**src/rtl/uart_tx_pkg.sv**
```systemverilog
// Shared definitions for the UART transmit path: FSM state encoding and
// default bit timing. The receiver imports the same package so both ends
// agree on the encoding.
package uart_tx_pkg;

  typedef logic [1:0] uart_state_t;

  localparam uart_state_t ST_IDLE  = 2'd0;
  localparam uart_state_t ST_START = 2'd1;
  localparam uart_state_t ST_DATA  = 2'd2;
  localparam uart_state_t ST_STOP  = 2'd3;

  // 12 MHz system clock, 115200 baud
  localparam int DEFAULT_CLKS_PER_BIT = 104;

endpackage

```
**src/rtl/uart_baud_tick.sv**
```systemverilog
// Bit-period timer. Counts 0..CLKS_PER_BIT-1 while enabled and raises a
// registered one-clk tick on the last cycle of each bit period. Parked at 0
// while disabled, so every frame starts phase-aligned to its start bit.
module uart_baud_tick
  import uart_tx_pkg::*;
#(
  parameter int CLKS_PER_BIT = DEFAULT_CLKS_PER_BIT
) (
  input  logic clk,
  input  logic reset,
  input  logic clear,
  input  logic enable,
  output logic tick
);

  localparam int CW = $clog2(CLKS_PER_BIT);
  localparam logic [CW-1:0] LAST = CW'(CLKS_PER_BIT - 1);

  logic [CW-1:0] cnt;
  logic [CW-1:0] cnt_nxt;

  // Next count: restart on clear, wrap after the last cycle, hold at 0 when idle
  always_comb begin
    cnt_nxt = '0;
    if (clear) begin
      cnt_nxt = '0;
    end else if (enable) begin
      cnt_nxt = (cnt == LAST) ? '0 : cnt + 1'b1;
    end
  end

  // The tick is registered from the next count so it lines up with the cycle
  // in which the counter actually holds LAST
  always_ff @(posedge clk or posedge reset) begin
    if (reset) begin
      cnt  <= '0;
      tick <= 1'b0;
    end else begin
      cnt  <= cnt_nxt;
      tick <= enable && (cnt_nxt == LAST);
    end
  end

endmodule

```
**src/rtl/uart_tx.sv**
```systemverilog
// UART transmitter: one parallel word per valid/ready handshake, sent as
// start bit, LSB-first data, then STOP_BITS stop bits. All outputs are
// registered; only reset acts asynchronously.
//
// state    | meaning
// ---------+-----------------------------------------------------------
// ST_IDLE  | line at mark, tx_ready high, waiting for tx_valid
// ST_START | start bit (tx=0) for one bit period
// ST_DATA  | tx=shift[0], shift right at the end of each bit period
// ST_STOP  | stop bit(s) (tx=1) for STOP_BITS bit periods
module uart_tx
  import uart_tx_pkg::*;
#(
  parameter int CLKS_PER_BIT = DEFAULT_CLKS_PER_BIT,
  parameter int DATA_BITS    = 8,
  parameter int STOP_BITS    = 1
) (
  input  logic                 clk,
  input  logic                 reset,
  input  logic [DATA_BITS-1:0] tx_data,
  input  logic                 tx_valid,
  output logic                 tx_ready,
  output logic                 tx,
  output logic                 busy,
  output logic                 baud
);

  localparam int IW = $clog2(DATA_BITS + 1);
  localparam logic [IW-1:0] LAST_BIT  = IW'(DATA_BITS - 1);
  localparam logic [IW-1:0] SAT_BIT   = IW'(DATA_BITS);
  localparam logic          LAST_STOP = 1'(STOP_BITS - 1);

  uart_state_t          state;
  uart_state_t          state_nxt;
  logic [DATA_BITS-1:0] shift;
  logic [DATA_BITS-1:0] shift_nxt;
  logic [IW-1:0]        bit_idx;
  logic [IW-1:0]        bit_idx_nxt;
  logic                 stop_idx;
  logic                 stop_idx_nxt;
  logic                 tx_nxt;
  logic                 handshake;
  logic                 bit_end;
  logic                 timer_en;

  assign handshake = tx_valid && tx_ready;
  // baud is high exactly on the last cycle of every non-idle bit period
  assign bit_end   = baud;
  assign timer_en  = (state_nxt != ST_IDLE);

  uart_baud_tick #(
    .CLKS_PER_BIT(CLKS_PER_BIT)
  ) u_baud_tick (
    .clk   (clk),
    .reset (reset),
    .clear (handshake),
    .enable(timer_en),
    .tick  (baud)
  );

  // Next-state, shift register, bit/stop index and line value
  always_comb begin
    state_nxt    = state;
    shift_nxt    = shift;
    bit_idx_nxt  = bit_idx;
    stop_idx_nxt = stop_idx;

    case (state)
      ST_IDLE: begin
        if (handshake) begin
          state_nxt    = ST_START;
          shift_nxt    = tx_data;
          bit_idx_nxt  = '0;
          stop_idx_nxt = 1'b0;
        end
      end
      ST_START: begin
        if (bit_end) begin
          state_nxt = ST_DATA;
        end
      end
      ST_DATA: begin
        if (bit_end) begin
          shift_nxt = shift >> 1;
          if (bit_idx != SAT_BIT) begin
            bit_idx_nxt = bit_idx + 1'b1;
          end
          if (bit_idx == LAST_BIT) begin
            state_nxt = ST_STOP;
          end
        end
      end
      ST_STOP: begin
        if (bit_end) begin
          if (stop_idx == LAST_STOP) begin
            state_nxt = ST_IDLE;
          end else begin
            stop_idx_nxt = 1'b1;
          end
        end
      end
      default: begin
        state_nxt = ST_IDLE;
      end
    endcase

    // Line value follows the state being entered so tx is a plain register
    case (state_nxt)
      ST_START: tx_nxt = 1'b0;
      ST_DATA:  tx_nxt = shift_nxt[0];
      default:  tx_nxt = 1'b1;
    endcase
  end

  // State and output registers; reset aborts any frame and returns the line to mark
  always_ff @(posedge clk or posedge reset) begin
    if (reset) begin
      state    <= ST_IDLE;
      shift    <= '0;
      bit_idx  <= '0;
      stop_idx <= 1'b0;
      tx       <= 1'b1;
      tx_ready <= 1'b1;
      busy     <= 1'b0;
    end else begin
      state    <= state_nxt;
      shift    <= shift_nxt;
      bit_idx  <= bit_idx_nxt;
      stop_idx <= stop_idx_nxt;
      tx       <= tx_nxt;
      tx_ready <= (state_nxt == ST_IDLE);
      busy     <= (state_nxt != ST_IDLE);
    end
  end

endmodule

```
**config.mk**
```make
export PLATFORM = sky130hd
export DESIGN_NAME = uart_tx
export DESIGN_NICKNAME = d
export VERILOG_FILES = /design/src/rtl/uart_tx_pkg.sv /design/src/rtl/uart_baud_tick.sv /design/src/rtl/uart_tx.sv
export SDC_FILE = /design/constraint.sdc
export NUM_CORES = 1
export LEC_CHECK = 0
export CORE_ASPECT_RATIO = 0.75
export CORE_UTILIZATION = 40
export CTS_CLUSTER_DIAMETER = 60
export DETAILED_ROUTE_END_ITERATION = 7
export SLEW_MARGIN = 0
export SYNTH_ARGS = -nofsm -noshare
export SYNTH_HDL_FRONTEND = slang
export SYNTH_HIERARCHICAL = 1
export SYNTH_SLANG_ARGS = --single-unit
```
**constraint.sdc**
```tcl
create_clock -name clk -period 2 [get_ports clk]
set_input_delay 0.2 -clock clk [delete_from_list [all_inputs] [get_ports clk]]
set_output_delay 0.2 -clock clk [all_outputs]
set_load 0.02 [all_outputs]
```
==> Yosys cells after proc, flatten, opt, wreduce, memory -nomap -nowiden <==
Cells that the tools add are included.
{ "word_totals": {"regBits": 26, "latchBits": 0, "mem_bits_rw": 0, "romBits": 0, "input_bits": 11, "wordCells": 57, "n_memories": 0} }
{ "op_classes": {"addsub": 2, "n_mul": 0, "n_div": 0, "n_lt_le_gt_ge": 0, "eq_ne": 13, "shift": 0, "mux": 22, "n_bitwise": 0, "reduce_logical": 10} }
{ "op_table": {"columns": ["cell", "n"], "rows": [
  ["$mux W7", 3],
  ["$mux W8", 2],
  ["$pmux W8 S2", 1],
  ["$eq A7 B7 Y1 const B", 2],
  ["$mux W2", 6],
  ["$mux W4", 3],
  ["$pmux W2 S4", 1],
  ["$pmux W4 S2", 1],
  ["$add A7 B1 Y7 const B", 1],
  ["$eq A2 B2 Y1 const B", 3],
  ["$reduce_and A3 Y1", 2],
  ["$reduce_bool A2 Y1", 3],
  ["$add A4 B1 Y4 const B", 1],
  ["$eq A2 B1 Y1 const B", 2],
  ["$eq A4 B3 Y1 const B", 1],
  ["$logic_not A2 Y1", 2],
  ["$ne A2 B1 Y1 const B", 2],
  ["$ne A2 B2 Y1 const B", 2],
  ["$ne A4 B4 Y1 const B", 1],
  ["$pmux W1 S2", 2],
  ["$reduce_and A4 Y1", 1],
  ["$mux W1", 3],
  ["$logic_and A1 B1 Y1", 2]
]} }

==> Longest topological paths before layout <==
{ "logic_depth": {"word_depth": 9, "ltp_mapped": 7, "ltp_nobuf": 7} }

==> Cells and area by module <==
Netlist, hierarchy kept.
{ "modules_own_cells": {"columns": ["mod", "n_inst", "cells_per_inst", "area_each_um2", "seq_area_each_um2"], "rows": [
  ["uart_tx", 1, 73, 829.5, 427.9],
  ["uart_baud_tick", 1, 36, 379.1, 200.2]
]} }

==> Worst setup path before layout <==
No wires, ideal clock.
{ "synth_timing": {"path_type": "register -> register", "start": "register bit_idx[0]", "end": "register u_baud_tick.tick", "t_arrival_ns": 1.758, "path_slack_ns": 0.107, "stages_incl_launch_ff": 8, "path_buffers": 0, "period_less_slack_ns": 1.893, "cell_sequence": "dfrtp_1 -> ha_1 -> and3b_1 -> a221o_1 -> or2_2 -> nand2b_1 -> a41o_2 -> a211oi_1"} }
{ "synth_between": {"elab_chain_len": 9} }
{ "synth_rtl": {"columns": ["element", "line", "rtl"], "rows": [
  ["from (decl)", "uart_tx.sv:37", "logic [IW-1:0] bit_idx;"],
  ["from (signal assigned)", "uart_tx.sv:128", "bit_idx <= bit_idx_nxt;"],
  ["$eq A4 B3 Y1 (*)", "uart_tx.sv:88", "if (bit_idx == LAST_BIT) begin"],
  ["$mux W2 (*)", "uart_tx.sv:88", null],
  ["$mux W2 (*)", "uart_tx.sv:83", "if (bit_end) begin"],
  ["$pmux W2 S4 (*)", "uart_tx.sv:68", "case (state)"],
  ["named net state_nxt[0]", "uart_tx.sv:34", "uart_state_t state_nxt;"],
  ["$reduce_bool A2 Y1 (*)", "uart_tx.sv:49", "assign timer_en = (state_nxt != ST_IDLE);"],
  ["named net timer_en", "uart_tx.sv:44", "logic timer_en;"],
  ["$mux W7", "uart_baud_tick.sv:27", "end else if (enable) begin"],
  ["$mux W7", "uart_baud_tick.sv:25", "if (clear) begin"],
  ["$eq A7 B7 Y1", "uart_baud_tick.sv:40", "tick <= enable && (cnt_nxt == LAST);"],
  ["$logic_and A1 B1 Y1 (*)", "uart_baud_tick.sv:40", null],
  ["to (signal assigned)", "uart_baud_tick.sv:40", null],
  ["to (decl)", "uart_baud_tick.sv:13", "output logic tick"]
]} }
The timed path passes the listed nets; every way through them passes the cells marked *.
A chain may end at the register's enable or synchronous reset.

==> Worst setup path in the final report <==
{ "layout_timing": {"start": "register bit_idx[1]", "end": "register u_baud_tick.cnt[5]"} }
{ "layout_between": {"elab_chain_len": 7} }
{ "layout_rtl": {"columns": ["element", "line", "rtl"], "rows": [
  ["$eq A4 B3 Y1", "uart_tx.sv:88", null],
  ["$mux W2", "uart_tx.sv:88", null],
  ["$mux W2", "uart_tx.sv:83", null],
  ["$pmux W2 S4", "uart_tx.sv:68", null],
  ["named net state_nxt[0]", "uart_tx.sv:34", null],
  ["$reduce_bool A2 Y1", "uart_tx.sv:49", null],
  ["named net timer_en", "uart_tx.sv:44", null],
  ["$mux W7", "uart_baud_tick.sv:27", null],
  ["$mux W7", "uart_baud_tick.sv:25", null],
  ["named net u_baud_tick.cnt_nxt[5]", "uart_baud_tick.sv:20", "logic [CW-1:0] cnt_nxt;"],
  ["to (signal assigned)", "uart_baud_tick.sv:39", "cnt <= cnt_nxt;"],
  ["to (decl)", "uart_baud_tick.sv:19", "logic [CW-1:0] cnt;"]
]} }
The timed path passes the listed nets, and every way through them passes these cells.

==> load_flow_metrics.sql <==
INSERT INTO impl_metrics (metric_group, metric, value, unit) VALUES
('outcome', 'status', 'finished clean', ''),
('power', 'pwr_density_cell', '946', 'nW/um^2'),
('grt', 'grt_overflow_total', '0', ''),
('cells_and_area', 'synthToLayoutAreaGrowth', '22.3', '%'),
('setup_path', 'worst_r2r_path_depth', '7', ''),
('grt', 'grt_pass1_wl', '4150', 'um'),
('floorplanning', 'initial_core_util', '0.441', ''),
('logic_synthesis', 'synth_ff_type', 'sky130_fd_sc_hd__dfrtp_1', ''),
('setup_path', 'crit_buf_inv', '0', ''),
('cells_and_area', 'most-common-layout-cells', 'sky130_fd_sc_hd__dfrtp_1 (23), sky130_fd_sc_hd__clkdlybuf4s50_1 (14), sky130_fd_sc_hd__a22o_1 (9)', ''),
('floorplanning', 'floorplan.rows', '16', ''),
('setup_path', 'worstPathArrival', '2020', 'ps'),
('grt', 'grt_start_max_net_pins', '18', ''),
('timing', 'drv_slew', '0', ''),
('setup_path', 'worstSetupStartpoint', 'bit_idx[1]', ''),
('cells_and_area', 'design.final.nets', '146', ''),
('power', 'leakagePower', '0.706', 'nW'),
('cells_and_area', 'commonest_non_fill_non_tap_cell_in_the_layout', 'sky130_fd_sc_hd__dfrtp_1', ''),
('route', 'drt.antenna.violating_nets', '0', ''),
('placement', 'post-dp-hpwl', '1730', 'um'),
('cts', 'clk-insertion-delay-late', '270', 'ps'),
('cts', 'postCtsResizedCells', '0', ''),
('timing', 'fin_skew', '5.02', 'ps'),
('cells_and_area', 'multiInputGateArea', '541', 'um^2'),
('setup_path', 'timing_worst_setup_path_type', 'reg2reg', ''),
('timing', 'max-slew-margin-rel', '0.564', ''),
('setup_path', 'crit_slowest_cell', 'sky130_fd_sc_hd__dfrtp_1', ''),
('floorplanning', 'design.core.area', '2740', 'um^2'),
('route', 'post-route-drc-count', '0', ''),
('route', 'dr.first_iter.drc_count', '65', ''),
('setup_path', 'crit_fanout', '4', ''),
('timing', 'worst_pin_slew', '653', 'ps'),
('timing', 'hold_viol_final', '0', ''),
('cells_and_area', 'antennaDiodeCount', '0', ''),
('setup_path', 'reg2reg_slack', '140', 'ps'),
('logic_synthesis', 'synthesis.nets', '123', ''),
('logic_synthesis', 'synth-seq-area-share', '0.520', ''),
('floorplanning', 'fp.dieW', '65.5', 'um'),
('logic_synthesis', 'postSynthAreaPerCell', '11.1', 'um^2'),
('cts', 'clock_tree.htree_level_count', '1', ''),
('logic_synthesis', 'synth_cell_types', '37', ''),
('setup_path', 'timing.critical_path.max_delay_family', 'simple AND/OR/NAND/NOR gates', ''),
('placement', 'port_buffers', '14', ''),
('grt', 'grtUsageTotal', '0.171', ''),
('setup_path', 'timing.critical_path.to_type', 'flop', ''),
('cts', 'cts-root-to-sink-buffers', '2', ''),
('route', 'wirelength', '2360', 'um'),
('setup_path', 'timing.rr.start', 'bit_idx[1]', ''),
('cts', 'clock_tree.root_cell', 'sky130_fd_sc_hd__clkbuf_8', ''),
('route', 'average_wire_per_standard_cell', '14.1', 'um'),
('route', 'first_pass_iters', '4', ''),
('hold_path', 'holdCritPathClass', 'in2async', ''),
('logic_synthesis', 'synth.cell_area', '1210', 'um^2'),
('setup_path', 'slowest_delay', '420', 'ps'),
('route', 'vias', '920', ''),
('timing', 'fmax', '537', 'MHz'),
('cts', 'numCtsBuffers', '3', ''),
('job', 'cap_viol_max_count', '0', ''),
('grt', 'number_of_antenna_violations_at_the_first_check_in_global_routing', '0', ''),
('cells_and_area', 'post_route_cells_drive_above_1_share', '0.137', ''),
('logic_synthesis', 'postSynthCellCount', '109', ''),
('setup_path', 'crit_chain', 'ha_1, and3b_1, a221o_1, or2_2, nand2b_1, a41o_2, a21oi_1', ''),
('timing', 'rsz_0062_raised_after_global_routing', 'no', ''),
('timing', 'setup_total_negative_slack', '0', 'ps'),
('timing', 'finalWorstSetupSlack', '137', 'ps'),
('logic_synthesis', 'synth_async_sr_flop_share', '1.00', ''),
('placement', 'place_ws', '110', 'ps'),
('power', 'vdd.ir_drop.worst', '0.000348', 'V'),
('placement', 'place.gp.congestion', '0.974', ''),
('setup_path', 'worst_ep_required_time', '2150', 'ps'),
('logic_synthesis', 'ys_ff_latch', '25', '');
[registers in the layout, indices dropped and copies added, names as in the netlist]
register          cells
tx_ready              1
u_baud_tick/tick      1
busy                  1
shift                 8
bit_idx               4
u_baud_tick/cnt       7
tx                    1
state                 2
[where the power goes]
group | switching (mW) | internal (mW) | leakage, nW
logic | 0.159 | 0.196 | 0.360
registers | 0.114 | 0.634 | 0.324
clock network | 0.152 | 0.142 | 0.0228
total | 0.425 | 0.972 | 0.706
[kinds of logic after synthesis]
kind of cell / after synthesis / synth area share
adders and majority gates: 3 / 0.0311
muxes: 1 / 0.0124
buffers and inverters: 10 / 0.0331
and+or+nand+nor: 36 / 0.195
AOI/OAI and AO/OA: 30 / 0.180
DFF: 25 / 0.520
xor gates and xnor gates: 4 / 0.0290
[worst max-delay path by stage]
stage | to | slack [ps] | cells past startpoint
after floorplan | u_baud_tick/tick | 110 | 7
after global placement | u_baud_tick/tick | 130 | 7
after detailed placement | u_baud_tick/tick | 110 | 7
after CTS | u_baud_tick/tick | 100 | 7
after global routing | u_baud_tick/tick | 2 | 7
final | u_baud_tick/cnt[5] | 140 | 7
[per-layer routing]
layer | vias to the layer above | routed length (um) | track usage
met5 | - | 0 | 0
met4 | 0 | 16 | 0.0326
met3 | 5 | 137 | 0.0579
met2 | 30 | 916 | 0.244
met1 | 446 | 1290 | 0.251
li1 | 439 | - | -
[cell usage after synthesis, drive strengths merged (2+ instances only)]
library cell	count	share of area
nor3b	2	0.017
a22o	9	0.065
a21o	7	0.043
xor2	2	0.014
nor2	8	0.025
dfrtp	23	0.48
a21oi	5	0.021
buf	2	0.0083
xnor2	2	0.014
dfstp	2	0.043
inv	7	0.022
nor4bb	2	0.017
or3	3	0.016
o21ai	5	0.021
nor2b	2	0.010
nand2	2	0.0062
ha	3	0.031
and3b	2	0.014
nand3	5	0.021
[layout make-up]
cell class                      count  share of cell area
Clock buffer                        4              0.0305
Inverter                            7              0.0178
Multi-Input combinational cell     74               0.366
Timing Repair Buffer               21               0.130
Sequential cell                    25               0.425
Tap cell                           36              0.0305
[per-stage QoR]
stage / area (um^2) / total power, mW / hold slack, ps / util / instances
after CTS: 1460 / 1.39 / 210 / 0.533 / 165
final: 1480 / 1.40 / 207 / 0.539 / 167
after global routing: 1480 / 1.50 / 231 / 0.539 / 167
after floorplan: 1210 / 0.962 / 15.7 / - / 109
after detailed placement: 1420 / 1.09 / 471 / 0.517 / 161
after global placement: 1420 / 1.09 / 464 / 0.517 / 161
[worst register-to-register path, stage by stage (launching register included)]
cell	delay [ps]
sky130_fd_sc_hd__dfrtp_1	420
sky130_fd_sc_hd__ha_1	200
sky130_fd_sc_hd__and3b_1	180
sky130_fd_sc_hd__a221o_1	330
sky130_fd_sc_hd__or2_2	320
sky130_fd_sc_hd__nand2b_1	100
sky130_fd_sc_hd__a41o_2	140
sky130_fd_sc_hd__a21oi_1	50
Power figures use the tool's default switching activity.
